## src/rtl/riscv_core_pkg.sv

```systemverilog
// rtl/riscv_core_pkg.sv - shared core types: machine word and RV32M multiply decode
package riscv_core_pkg;

   typedef logic [31:0] word_t;

   // funct3 encodings shared with the ID-stage decoder; 3'b1xx is not a multiply
   typedef enum logic [2:0] {
      MUL_OP_MUL    = 3'b000,
      MUL_OP_MULH   = 3'b001,
      MUL_OP_MULHSU = 3'b010,
      MUL_OP_MULHU  = 3'b011
   } mul_op_e;

   localparam int MUL_LATENCY_MIN = 1;
   localparam int MUL_LATENCY_MAX = 8;

endpackage

```

## src/rtl/mul_pipe_ctrl.sv

```systemverilog
// rtl/mul_pipe_ctrl.sv - valid chain, global stall/flush and perf counters for mul_pipe_unit
// Perf counters exist only when MUL_PIPE_PERF_CNT_EN is defined.
module mul_pipe_ctrl
   import riscv_core_pkg::*;
#(
   parameter int LATENCY = 3
) (
   input  logic               clk_i,
   input  logic               rst_ni,
   input  logic               i_in_valid,
   input  logic               i_flush,
   input  logic               i_out_ready,
   output logic               o_in_ready,
   output logic               o_out_valid,
   output logic [LATENCY-1:0] o_stage_en,
   output logic [31:0]        o_perf_ops,
   output logic [31:0]        o_perf_stall
);

   if (LATENCY < MUL_LATENCY_MIN || LATENCY > MUL_LATENCY_MAX) begin : g_bad_latency
      $fatal(1, "mul_pipe_ctrl: LATENCY must be within 1..8");
   end

   logic [LATENCY-1:0] r_valid;
   logic               w_advance;
   logic               w_accept;

   // One stall signal freezes every stage, bubbles included, so order is preserved
   assign o_out_valid = r_valid[LATENCY-1];
   assign w_advance   = !(o_out_valid && !i_out_ready);
   assign o_in_ready  = w_advance && !i_flush;
   assign w_accept    = i_in_valid && o_in_ready;
   assign o_stage_en  = {LATENCY{w_advance}};

   always_ff @(posedge clk_i or negedge rst_ni) begin
      if (!rst_ni) begin
         r_valid <= '0;
      end else if (i_flush) begin
         r_valid <= '0;
      end else if (w_advance) begin
         r_valid[0] <= w_accept;
         for (int k = 1; k < LATENCY; k++) begin
            r_valid[k] <= r_valid[k-1];
         end
      end
   end

`ifdef MUL_PIPE_PERF_CNT_EN
   logic [31:0] r_perf_ops;
   logic [31:0] r_perf_stall;

   always_ff @(posedge clk_i or negedge rst_ni) begin
      if (!rst_ni) begin
         r_perf_ops   <= '0;
         r_perf_stall <= '0;
      end else begin
         if (o_out_valid && i_out_ready) r_perf_ops <= r_perf_ops + 32'd1;
         if (o_out_valid && !i_out_ready) r_perf_stall <= r_perf_stall + 32'd1;
      end
   end

   assign o_perf_ops   = r_perf_ops;
   assign o_perf_stall = r_perf_stall;
`else
   assign o_perf_ops   = '0;
   assign o_perf_stall = '0;
`endif

endmodule

```

## src/rtl/mul_pipe_unit.sv

```systemverilog
// rtl/mul_pipe_unit.sv - tagged, fully pipelined RV32M multiplier with global stall and flush
// Optional perf counters: define MUL_PIPE_PERF_CNT_EN.
module mul_pipe_unit
   import riscv_core_pkg::*;
#(
   parameter int DATA_WIDTH = 32,
   parameter int LATENCY    = 3,
   parameter int TAG_WIDTH  = 4
) (
   input  logic                  clk_i,
   input  logic                  rst_ni,
   input  logic                  in_valid_i,
   output logic                  in_ready_o,
   input  logic [2:0]            op_i,
   input  logic [DATA_WIDTH-1:0] a_i,
   input  logic [DATA_WIDTH-1:0] b_i,
   input  logic [TAG_WIDTH-1:0]  tag_i,
   input  logic                  flush_i,
   output logic                  out_valid_o,
   input  logic                  out_ready_i,
   output logic [DATA_WIDTH-1:0] result_o,
   output logic [TAG_WIDTH-1:0]  tag_o,
   output logic                  err_o,
   output logic [31:0]           perf_ops_o,
   output logic [31:0]           perf_stall_o
);

   localparam int W  = DATA_WIDTH;
   localparam int PW = 2 * DATA_WIDTH;

   logic [LATENCY-1:0]    w_stage_en;
   logic signed [W:0]     w_a_ext;
   logic signed [W:0]     w_b_ext;
   logic signed [W:0]     r_a;
   logic signed [W:0]     r_b;
   logic [2:0]            r_op  [LATENCY];
   logic [TAG_WIDTH-1:0]  r_tag [LATENCY];
   logic signed [PW-1:0]  w_prod1;
   logic [PW-1:0]         w_prod_last;

   mul_pipe_ctrl #(
      .LATENCY (LATENCY)
   ) u_ctrl (
      .clk_i        (clk_i),
      .rst_ni       (rst_ni),
      .i_in_valid   (in_valid_i),
      .i_flush      (flush_i),
      .i_out_ready  (out_ready_i),
      .o_in_ready   (in_ready_o),
      .o_out_valid  (out_valid_o),
      .o_stage_en   (w_stage_en),
      .o_perf_ops   (perf_ops_o),
      .o_perf_stall (perf_stall_o)
   );

   // One extra bit lets a single signed multiplier cover all four signedness mixes
   always_comb begin
      w_a_ext = (op_i == MUL_OP_MULHU) ? {1'b0, a_i} : {a_i[W-1], a_i};
      w_b_ext = (op_i == MUL_OP_MUL || op_i == MUL_OP_MULH) ? {b_i[W-1], b_i} : {1'b0, b_i};
   end

   always_ff @(posedge clk_i or negedge rst_ni) begin
      if (!rst_ni) begin
         r_a <= '0;
         r_b <= '0;
         for (int k = 0; k < LATENCY; k++) begin
            r_op[k]  <= '0;
            r_tag[k] <= '0;
         end
      end else begin
         if (w_stage_en[0]) begin
            r_a      <= w_a_ext;
            r_b      <= w_b_ext;
            r_op[0]  <= op_i;
            r_tag[0] <= tag_i;
         end
         for (int k = 1; k < LATENCY; k++) begin
            if (w_stage_en[k]) begin
               r_op[k]  <= r_op[k-1];
               r_tag[k] <= r_tag[k-1];
            end
         end
      end
   end

   // Only the low 2W bits of the (W+1)x(W+1) product are ever needed
   assign w_prod1 = PW'(r_a) * PW'(r_b);

   if (LATENCY == 1) begin : g_comb_prod
      assign w_prod_last = w_prod1;
   end else begin : g_reg_prod
      logic [PW-1:0] r_prod [1:LATENCY-1];

      always_ff @(posedge clk_i or negedge rst_ni) begin
         if (!rst_ni) begin
            for (int k = 1; k < LATENCY; k++) begin
               r_prod[k] <= '0;
            end
         end else begin
            if (w_stage_en[1]) r_prod[1] <= w_prod1;
            for (int k = 2; k < LATENCY; k++) begin
               if (w_stage_en[k]) r_prod[k] <= r_prod[k-1];
            end
         end
      end

      assign w_prod_last = r_prod[LATENCY-1];
   end

   always_comb begin
      result_o = '0;
      case (r_op[LATENCY-1])
         MUL_OP_MUL:                             result_o = w_prod_last[W-1:0];
         MUL_OP_MULH, MUL_OP_MULHSU, MUL_OP_MULHU: result_o = w_prod_last[PW-1:W];
         default:                                result_o = '0;
      endcase
   end

   assign err_o = r_op[LATENCY-1][2];
   assign tag_o = r_tag[LATENCY-1];

endmodule
```

## config.mk

```make
export PLATFORM = sky130hd
export DESIGN_NAME = mul_pipe_unit
export DESIGN_NICKNAME = d
export VERILOG_FILES = /design/src/rtl/riscv_core_pkg.sv /design/src/rtl/mul_pipe_ctrl.sv /design/src/rtl/mul_pipe_unit.sv
export SDC_FILE = /design/constraint.sdc
export NUM_CORES = 2
export LEC_CHECK = 0
export ABC_CLOCK_PERIOD_IN_PS = 10500
export BUFFER_PORTS_ARGS = -buffer_cell sky130_fd_sc_hd__buf_2
export CAP_MARGIN = 20
export CORE_ASPECT_RATIO = 0.9
export CORE_MARGIN = 2
export CORE_UTILIZATION = 25
export CTS_CLUSTER_DIAMETER = 120
export CTS_CLUSTER_SIZE = 30
export DETAILED_ROUTE_END_ITERATION = 10
export HOLD_SLACK_MARGIN = 0.06
export PLACE_DENSITY = 0.49
export SETUP_SLACK_MARGIN = 0.02
export SYNTH_ARGS = -nofsm -noshare
export SYNTH_HDL_FRONTEND = slang
export SYNTH_SLANG_ARGS = --single-unit
```

## constraint.sdc

```tcl
create_clock -name clk_i -period 10.5 [get_ports clk_i]
set_clock_uncertainty 0.1 [all_clocks]
set_input_delay 0.525 -clock clk_i [delete_from_list [all_inputs] [get_ports clk_i]]
set_output_delay 0.525 -clock clk_i [all_outputs]
set_load 0.005 [all_outputs]
```

# Word level (Yosys, flattened, before mapping)

Cells that the tools add are included.

Register bits after elaboration: 218
Bits of input ports: 76
Output and inout port bits: 103
Word-level logic and storage cells: 33

Multipliers: 1
Equality and inequality tests: 6
Multiplexer cells: 5
Reduce and logical (&&, ||, !) cells: 10

Operators by type and width:

| kind                                                                  | number |
|---|---|
| 33-bit two-way mux                                                    | 2 |
| 33-bit by 33-bit multiplier with 64-bit output                        | 1 |
| 32-bit one-hot mux with 2 select lines                                | 1 |
| 3-bit by 2-bit equality test with 1-bit output, second input constant | 3 |
| 3-bit by 1-bit equality test with 1-bit output, second input constant | 2 |
| 3-bit zero test                                                       | 2 |
| 3-bit two-way mux                                                     | 2 |
| 1-bit logical AND                                                     | 3 |
| 1-bit zero test                                                       | 3 |
| 3-bit OR reduction                                                    | 1 |
| 2-bit != test, second input constant                                  | 1 |
| 1-bit logical OR                                                      | 1 |

# Longest topological paths before layout

Word-level depth: 7
Depth in mapped cells: 28

# Cells and area by module

A second synthesis with hierarchy kept.

Cells, all modules: 4753
Area, all modules: 47086.4 um2

By module, submodules not included:

| module        | instances | cells an instance | area each (um2) | sequential area each (um2) |
|---|---|---|---|---|
| mul_pipe_unit | 1         | 4672              | 46432.0         | 5380.2 |
| mul_pipe_ctrl | 1         | 81                | 654.4           | 75.1 |

# Worst setup path after synthesis

OpenSTA, ideal clock, no wires.

Path kind: reg-to-reg
Start: register r_a[32]
End: register g_reg_prod.r_prod[125] in the netlist's numbering
Data arrival time: 7.689 ns
Path slack: 2.642 ns
Stages on the path, launching flop included: 25
Period minus slack after synthesis: 7.858 ns
Cells stage by stage: dfrtp_1 -> clkbuf_1 -> nand2_1 -> inv_1 -> fa_1 -> fa_1 -> fa_1 -> inv_1 -> fa_1 -> inv_1 -> fa_1 -> fa_1 -> fa_1 -> inv_1 -> fa_1 -> inv_1 -> ha_1 -> a21oi_1 -> o21ai_0 -> a21o_1 -> a21oi_1 -> o21ai_0 -> a21o_1 -> or3_1 -> nand3_1

Word-level cells in the longest chain between the ends: 1

Ends and longest elaborated chain:

| item                                           | RTL line             | source |
|---|---|---|
| from (decl)                                    | mul_pipe_unit.sv:34  | `logic signed [W:0] r_a;` |
| from (signal assigned)                         | mul_pipe_unit.sv:72  | `r_a <= w_a_ext;` |
| 33-bit by 33-bit multiplier with 64-bit output | mul_pipe_unit.sv:87  | `assign w_prod1 = PW'(r_a) * PW'(r_b);` |
| to (signal, indexed assignment)                | mul_pipe_unit.sv:102 | `if (w_stage_en[k]) r_prod[k] <= r_prod[k-1];` |
| to (decl)                                      | mul_pipe_unit.sv:92  | `logic [PW-1:0] r_prod [1:LATENCY-1];` |

No other way between the ends.
A chain may end at the register's enable or synchronous reset.

# Final worst setup path

Start: register r_b[1]
End: register g_reg_prod.r_prod[125] in the netlist's numbering

Word-level cells in the longest chain between the ends: 1

Ends and longest elaborated chain:

| item                                           | RTL line            | source |
|---|---|---|
| from (decl)                                    | mul_pipe_unit.sv:35 | `logic signed [W:0] r_b;` |
| from (signal assigned)                         | mul_pipe_unit.sv:73 | `r_b <= w_b_ext;` |
| 33-bit by 33-bit multiplier with 64-bit output | mul_pipe_unit.sv:87 |  |

No other way between the ends.

==> reports/qor.yml <==
status:
  outcome: "finished, final reports clean"
clock_tree:
  htree_levels: 1
  cts_tree: "yes"
  cts-buffers-inserted: 16
  cts_buffer_depth: 3
  root_buffer: "clkbuf_16"
  post-cts-setup-buffers: 0
  clkTransAtPathRegs_ns: 0.11
  clock_sinks: 218
  clk-insertion-delay-late_ns: 0.62
detailed_routing:
  drt_first_pass_iters: 5
  drt_wl_total_mm: 135
  first_iter_violations: 1887
  post_drt_wl_per_cell_microns: 17.7
  vias: 33000
  drtAntennaViolNets: 0
  vias_per_cell: 4.32
  drcViolationCount: 0
global_routing:
  grt_pass1_vias: 36300
  grt_usage_pct: 14.3
  grt_max_degree: 162
  grt_pass1_wl_mm: 216
  grt_antenna_before_repair: 6
  grt_overflow: 0
yosys:
  synthCells: 5158
  ys_types: 70
  synthArstFlopShare_pct: 100
  synthFlopType: "dfrtp_1"
  avgSynthCellArea_sq_um: 9.17
  synth_warnings: 0
  ys_seq_elements: 218
  synth-edff-count: 0
  ys_seq_area_share_pct: 11.5
  synthesis.area_sq_um: 47300
floorplan:
  dieHeight_microns: 417
  dieArea_sq_um: 193000
  rows: 151
  fp.dieW_microns: 463
  initial_core_util_pct: 25.1
  coreArea_sq_um: 188000
  ios: 179
placed_design:
  hpwlAfterDp_mm: 111
  io_buffers: 114
  place_congestion: 0.838
  place_inst: 7576
sta:
  finalCritPeriodShare_pct: 86.4
  tightest_slew_ns: 1.16
  max_freq_mhz: 110
  hold_slack_ns: 0.0909
  setup_viol: 0
  report.final.slew_viol_count: 0
  tns_ns: 0
  period_needed_ns: 9.07
  slew_headroom_pct: 22.6
  rsz0062_at_grt: "false"
  final_hold_viol_count: 0
cells_and_area:
  drive_gt1_share_pct: 4.84
  diodes: 0
  layout.nets: 6527
  area_delta_synth_final_pct: 8.48
  fin_cells: 7645
flow_run:
  cap_violations: 0
worst_setup_path:
  worstPathRequired_ns: 10.95
  arrival_ns: 9.52
  worstPathMaxFanout: 34
  critPathKind: "reg2reg"
  rr_worst_depth: 22
  cp-start-kind: "register"
  cp-end-kind: "register"
worst_hold_path:
  hold_class: "in2reg"
  whs_path_depth: 3
## routing by layer
layer	up-vias	wire (microns)	GRT usage [%]
li1	14700	-	-
met1	17500	61900	19.9
met2	647	64700	23.8
met3	123	5820	1.74
met4	2	2640	2.78
met5	-	13	0
## layout by cell type (no fill, tap or decap), types with 12 or more instances in the layout
cell / instances
and2_1: 543
nor3_1: 16
xnor2_1: 36
a21oi_1: 90
fa_1: 1125
buf_2: 113
o21ai_0: 35
conb_1: 64
dfrtp_1: 195
nand2b_1: 12
o21a_1: 14
nand2_1: 1063
nor2_1: 75
nand4_1: 17
xor2_1: 29
dlygate4sd3_1: 44
clkbuf_16: 16
nor2b_1: 25
a22o_1: 34
dfrtp_2: 23
inv_1: 1089
buf_4: 66
ha_1: 212
a21o_1: 26
nand3_1: 20
## flip-flops by register name, indices dropped and copies added (netlist names)
name               flops
err_o                  1
r_op                   8
w_prod_last           64
g_reg_prod.r_prod     64
tag_o                  4
r_b                   33
u_ctrl.r_valid         3
r_tag                  8
r_a                   33
## cells by family (layout without fill, tap and decap cells)
family	after synthesis	count (layout)	synth area share [%]
simple gates	1804	1804	17.8
buf+inv	1442	1342	12.0
fa+ha+maj	1337	1337	53.2
compound gates	288	288	4.16
flops	218	218	11.5
xor+xnor	65	65	1.20
mux	3	3	0.0635
other cells	1	64	0.00793
## cells in the mapped netlist, types with 9 or more instances
master | n | area (sq um)
a21o_1 | 26 | 195
a21oi_1 | 90 | 450
a22o_1 | 34 | 298
and2_1 | 543 | 3400
and3_1 | 9 | 56.3
buf_4 | 68 | 510
clkbuf_1 | 277 | 1040
dfrtp_1 | 218 | 5460
fa_1 | 1125 | 22500
ha_1 | 212 | 2650
inv_1 | 1089 | 4090
nand2_1 | 1063 | 3990
nand2b_1 | 13 | 81.3
nand3_1 | 20 | 100
nand4_1 | 17 | 106
nor2_1 | 76 | 285
nor2b_1 | 26 | 163
nor3_1 | 17 | 85.1
o211ai_1 | 9 | 67.6
o21a_1 | 14 | 105
o21ai_0 | 35 | 175
o21ai_1 | 9 | 45.0
xnor2_1 | 36 | 315
xor2_1 | 29 | 254
## worst paths after layout
path / to / slack (ns) / start
hold / removal: r_a[3] / 0.09 / a_i[3]
max in group asynchronous: r_b[15] / 7.43 / rst_ni
hold reg to reg: w_prod_last[20] / 0.33 / g_reg_prod.r_prod[84]
setup / recovery: g_reg_prod.r_prod[125] / 1.43 / r_b[1]
min in group asynchronous: tag_o[2] / 0.44 / rst_ni
setup reg to reg: g_reg_prod.r_prod[125] / 1.43 / r_b[1]
## what timing repair did
item / CTS / global route
hold buffers: 44 / 0
resized for setup: 0 / 0
hold endpoints to repair: 142 / 0
## cell type report
type                    count  area [sq um]
clock buffers              17           404
clock inverters             8           150
fillers                 20300        137000
inverters                1089          4090
multi-input cells        3561         36400
flip-flops and latches    218          5480
well taps                2524          3160
repair buffers            228          1600
## worst max-delay path: stages (launching register included)
cell and delay (ns):
dfrtp_1 0.98, and2_1 0.31, fa_1 0.53, fa_1 0.58
fa_1 0.91, inv_1 0.24, fa_1 0.99, inv_1 0.33
fa_1 0.54, fa_1 0.52, fa_1 0.51, inv_1 0.05
fa_1 0.47, inv_1 0.04, ha_1 0.36, a21oi_1 0.38
o21ai_0 0.14, a21o_1 0.19, a21oi_1 0.13, o21ai_0 0.11
a21o_1 0.20, or3_1 0.36, nand3_1 0.08
## metrics by stage
step	area (sq um)	worst slack, ns	utilization, %
after floorplan	47500	2.64	-
after global placement	50300	1.40	26.7
after detailed placement	50300	1.33	26.7
after CTS	51300	1.38	27.3
after global routing	51300	0.877	27.3
final	51300	1.43	27.3
Power is left out: the tool's default activity adds up to more than one toggle a clock period on the data nets, which glitch-free logic cannot reach.
